==> src/rtl/reg_read_pipe.sv <==
// reg_read_pipe: register-read stage between decode and execute.
// Multi-port register file with a dedicated PC write port, write-to-read
// bypass, operand equality compare and a stall/flush output register.
// Optional build macro: REG_READ_PIPE_R0_ZERO_EN (register 0 hardwired to 0).
module reg_read_pipe #(
  parameter int DATA_W   = 16,
  parameter int ADDR_W   = 3,
  parameter int NUM_REGS = 8,
  parameter int PC_REG   = 7
) (
  input  logic              clk,
  input  logic              reset,
  input  logic              in_valid,
  input  logic              stall,
  input  logic              flush,
  input  logic [ADDR_W-1:0] readAdd1,
  input  logic [ADDR_W-1:0] readAdd2,
  input  logic              write,
  input  logic [ADDR_W-1:0] writeAdd,
  input  logic [DATA_W-1:0] in,
  input  logic              writeR7,
  input  logic [DATA_W-1:0] inR7,
  output logic              out_valid,
  output logic [DATA_W-1:0] regValue1,
  output logic [DATA_W-1:0] regValue2,
  output logic              equalValue,
  output logic [DATA_W-1:0] pcValue
);

`ifdef REG_READ_PIPE_R0_ZERO_EN
  localparam bit R0_ZERO = 1'b1;
`else
  localparam bit R0_ZERO = 1'b0;
`endif

  // Register 0 is only forced to zero when it is not also the PC register.
  localparam bit                R0_ACTIVE = R0_ZERO && (PC_REG != 0);
  localparam logic [ADDR_W-1:0] PC_ADDR   = ADDR_W'(PC_REG);
  localparam logic [ADDR_W:0]   NUM_LIM   = (ADDR_W+1)'(NUM_REGS);

  logic [DATA_W-1:0] regs [NUM_REGS];
  logic [DATA_W-1:0] arr1, arr2;
  logic [DATA_W-1:0] op1, op2;

  // Register array: PC port first so the general port overrides it on a clash;
  // addresses outside the array match no entry and are dropped.
  always_ff @(posedge clk) begin
    if (reset) begin
      for (int unsigned i = 0; i < NUM_REGS; i++) regs[i] <= '0;
    end else begin
      for (int unsigned i = 0; i < NUM_REGS; i++) begin
        if (writeR7 && (i == PC_REG)) regs[i] <= inR7;
        if (write && (writeAdd == ADDR_W'(i)) && !(R0_ACTIVE && (i == 0)))
          regs[i] <= in;
      end
    end
  end

  // Raw array read for both operand ports; out-of-range addresses give 0.
  always_comb begin
    arr1 = '0;
    arr2 = '0;
    for (int unsigned i = 0; i < NUM_REGS; i++) begin
      if (readAdd1 == ADDR_W'(i)) arr1 = regs[i];
      if (readAdd2 == ADDR_W'(i)) arr2 = regs[i];
    end
  end

  // Bypass selection: general write port, then PC port, then array.
  always_comb begin
    op1 = arr1;
    op2 = arr2;
    if (write && (writeAdd == readAdd1))        op1 = in;
    else if ((readAdd1 == PC_ADDR) && writeR7)  op1 = inR7;
    if (write && (writeAdd == readAdd2))        op2 = in;
    else if ((readAdd2 == PC_ADDR) && writeR7)  op2 = inR7;
    if ({1'b0, readAdd1} >= NUM_LIM)            op1 = '0;
    if ({1'b0, readAdd2} >= NUM_LIM)            op2 = '0;
    if (R0_ACTIVE && (readAdd1 == '0))          op1 = '0;
    if (R0_ACTIVE && (readAdd2 == '0))          op2 = '0;
  end

  // Output register: reset > flush > stall > load.
  always_ff @(posedge clk) begin
    if (reset) begin
      out_valid  <= 1'b0;
      regValue1  <= '0;
      regValue2  <= '0;
      equalValue <= 1'b0;
    end else if (flush) begin
      out_valid  <= 1'b0;
    end else if (!stall) begin
      out_valid  <= in_valid;
      regValue1  <= op1;
      regValue2  <= op2;
      equalValue <= (op1 == op2);
    end
  end

  assign pcValue = regs[PC_REG];

endmodule

==> config.mk <==
export PLATFORM = sky130hd
export DESIGN_NAME = reg_read_pipe
export DESIGN_NICKNAME = d
export VERILOG_FILES = /design/src/rtl/reg_read_pipe.sv
export SDC_FILE = /design/constraint.sdc
export NUM_CORES = 1
export LEC_CHECK = 0
export BUFFER_PORTS_ARGS = -buffer_cell sky130_fd_sc_hd__buf_2
export CORE_MARGIN = 2
export CORE_UTILIZATION = 65
export CTS_CLUSTER_DIAMETER = 60
export DETAILED_ROUTE_END_ITERATION = 7
export HOLD_SLACK_MARGIN = 0.15
export PLACE_DENSITY = 0.87
export SYNTH_ARGS = -nofsm -noshare
export SYNTH_HDL_FRONTEND = slang
export SYNTH_SLANG_ARGS = --single-unit
==> constraint.sdc <==
create_clock -name clk -period 4.12 [get_ports clk]
set_input_delay 0 -clock clk [delete_from_list [all_inputs] [get_ports clk]]
set_output_delay 0 -clock clk [all_outputs]
set_load 0.01 [all_outputs]
==> reports/results.ini <==
[worst_setup_path]
rr_startpoint = regs[1][55]$_SDFFCE_PP0P_
required_ns = 4.47
start_kind = register
r2r_setup_slack_ns = 1.35
r2r_cells = 7
path_class = register to register
cp-end-kind = register
arrival_ns = 3.12
r2r_end = equalValue$_SDFFE_PP0P_
crit_fanout = 4

[routing]
viasPerCell = 6.89
drt_pass1_iterations = 6
drc = 0
drt-initial-drc-count = 1726
vias = 9043
ant_nets = 0
finalWirelength_um = 31100
wl_per_cell_um = 23.7

[hold_path]
hold_class = primary input to register
min_from = write
hold-path-endpoint = regValue2[11]$_SDFFE_PP0P_
hold_depth = 6

[finish]
post-route-util_pct = 76.7
diodes = 0
syn_to_final_growth_pct = 15.4
final_area_sq_um = 11200
fin_nets = 1164
fin_cells = 1313
layout-drive-gt1-share_pct = 16.7

[synthesis]
synth_edf_count = 128
synth.area.mux_share_pct = 9.18
yosysWarnings = 0
synth_area_leaders = edfxtp_1 (40%), nor2_1 (7.1%), dfxtp_1 (7.0%)
synth_xor_area_share_pct = 1.54
synth_adder_area_share_pct = 0
synth_seq_cells = 162
synth-compound-area-share_pct = 16.5
yosys.area.top_type = edfxtp_1
syn_area_per_cell_sq_um = 9.49
synth.most_common_cell = nor2_1
ys_seq_area_share_pct = 46.8
ys.flop_type = edfxtp_1
synthTopCellsByCount = nor2_1 (182), edfxtp_1 (128), nand2_1 (91)
synth.distinct_cells = 74
syn_nets = 1067
synth.cell_area_sq_um = 9670
synth_top_cell_area_share_pct = 39.8
syn-instance-count = 1019
synth_top_family_by_area = simple AND/OR/NAND/NOR gates
synth_simple_gate_area_share_pct = 19.6
synthArstFlopShare_pct = 0

[placed_design]
placed_cells = 1229
pre_cts_ws_ns = 1.06
io_buffers = 97
hpwl_um = 20300
place_area_sq_um = 10100
gp_congestion = 0.985

[power_and_ir_drop]
p_sw_mw = 1.29
power_leakage_nw = 4.37
power_frac_seq_pct = 45.0
ir_drop_mv = 0.272
p_sw_share_pct = 29.5
pwr_density_cell_nw_per_um2 = 392
p_comb_share_pct = 19.1
intPower_mw = 3.08
power_mw = 4.37
clkPwrFrac_pct = 35.9

[global_routing]
gr-usage-all-layers_pct = 39.6
grt_pass1_vias = 8622
antenna_found_initial = 0
grt_max_degree = 41
grt-ovfl-total = 0
grt_pass1_wl_um = 48400

[clock_network]
clk_pin_slew_ns = 0.07
cts_resized = 0
clockRootBuffer = clkbuf_16
htree_levels = 4
cts_buffers = 17
cts.sinks = 162
cts_tree = built
clk-insertion-delay-late_ns = 0.44
cts_buffer_depth = 2
post_cts_buffers = 0

[floorplan]
die-area_sq_um = 15900
coreArea_sq_um = 14500
fp.dieH_um = 126
rows = 44
die_w_um = 126
ioPinCount = 98
start_util_pct = 66.5

[timing]
fmax_ghz = 0.361
fin_crit_sh_pct = 67.3
tns_ns = 0
rsz0062_at_grt = false
drv_slew = 0
setup_ws_ns = 1.35
relSlewSlack_pct = 30.6
hold_viol_final = 0
final-setup-viol-count = 0
holdWs_ns = 0.243
worst_pin_slew_ns = 1.04
fin_crit_ns = 2.77
finClkSkew_ns = 0.0104

[status]
outcome = completed

[job]
maxCapViolations = 0

[power groups by stage]
stage / combinational [mW] / sequential [mW] / clock, mW
2_1_floorplan: 0.532 / 1.97 / 0
3_3_place_gp: 0.732 / 1.98 / 0
3_5_place_dp: 0.746 / 1.99 / 0
5_1_grt: 0.886 / 1.97 / 1.63
4_1_cts: 0.793 / 1.96 / 1.56
6_report: 0.835 / 1.97 / 1.57
[layout by cell type, fill, tap and decap left out, types with 6 or more instances in the layout]
| cell type | Yosys | routed |
|---|---|---|
| mux2i_1 | 47 | 47 |
| o221ai_1 | 9 | 9 |
| nand3_1 | 16 | 16 |
| nor2_1 | 182 | 181 |
| nand2_1 | 91 | 91 |
| nor2b_1 | 13 | 13 |
| nor4bb_1 | 6 | 6 |
| nor3_1 | 18 | 18 |
| a211oi_1 | 15 | 15 |
| a21oi_1 | 72 | 72 |
| inv_1 | 25 | 25 |
| nand2b_1 | 32 | 32 |
| a22oi_1 | 14 | 14 |
| clkbuf_16 | 0 | 19 |
| mux2_2 | 18 | 18 |
| edfxtp_1 | 128 | 128 |
| a221oi_1 | 8 | 8 |
| dfxtp_1 | 34 | 34 |
| buf_2 | 30 | 97 |
| o2bb2ai_1 | 8 | 8 |
| o211ai_1 | 20 | 20 |
| buf_4 | 25 | 23 |
| a31oi_1 | 10 | 10 |
| xnor2_1 | 12 | 12 |
| mux4_2 | 8 | 8 |
| dlygate4sd3_1 | 0 | 52 |
| nor3b_1 | 7 | 7 |
| o21ai_0 | 36 | 36 |
[timing repair]
item	in CTS	in global routing
hold endpoints to repair	83	0
setup endpoints to repair	0	0
hold buffers	52	0
[logic make-up after synthesis]
family / count (synthesis)
and+or+nand+nor: 404
DFF: 162
AOI/OAI and AO/OA: 240
xor gates and xnor gates: 17
muxes: 76
buffers and inverters: 120
[area by class of cell]
| type | instances | area, sq um |
|---|---|---|
| Multi-Input combinational cell | 737 | 4540 |
| Sequential cell | 162 | 4520 |
| Fill cell | 892 | 3380 |
| Timing Repair Buffer | 172 | 1180 |
| Clock buffer | 21 | 493 |
| Tap cell | 184 | 230 |
| Inverter | 26 | 97.6 |
| Clock inverter | 11 | 87.6 |
[worst max-delay path, cell delays in order, from the launching register on]
cell	delay (ns)
edfxtp_1	0.40
mux2_1	0.39
mux4_2	0.48
a211oi_1	0.62
a221oi_1	0.20
o21ai_1	0.24
nand4b_1	0.14
o41ai_2	0.21
[routing by layer]
metal | vias up | global-route usage [%] | part of all wire, %
met5 | - | 0 | 0
met4 | 0 | 18.4 | 5.0
met3 | 144 | 12.3 | 14
met2 | 772 | 61.1 | 45
met1 | 4222 | 51.6 | 37
li1 | 3905 | - | -
[state kept, by name, indices dropped and copies added, names as in the netlist]
signal	flops
regs	128
regValue1	16
regValue2	16
equalValue	1
out_valid	1
[worst max-delay path by stage]
stage	slack, ns	startpoint	cells past startpoint	end
after floorplan	1.90	regs[1][6]$_SDFFCE_PN0P_	8	equalValue$_SDFFE_PP0P_
after global placement	1.18	readAdd1[2]	10	equalValue$_SDFFE_PP0P_
after detailed placement	1.06	readAdd1[2]	10	equalValue$_SDFFE_PP0P_
after CTS	1.42	regs[1][55]$_SDFFCE_PP0P_	7	equalValue$_SDFFE_PP0P_
after global routing	1.25	regs[1][55]$_SDFFCE_PP0P_	7	equalValue$_SDFFE_PP0P_
final	1.35	regs[1][55]$_SDFFCE_PP0P_	7	equalValue$_SDFFE_PP0P_
Note: power is estimated with default switching activity, not from simulation.
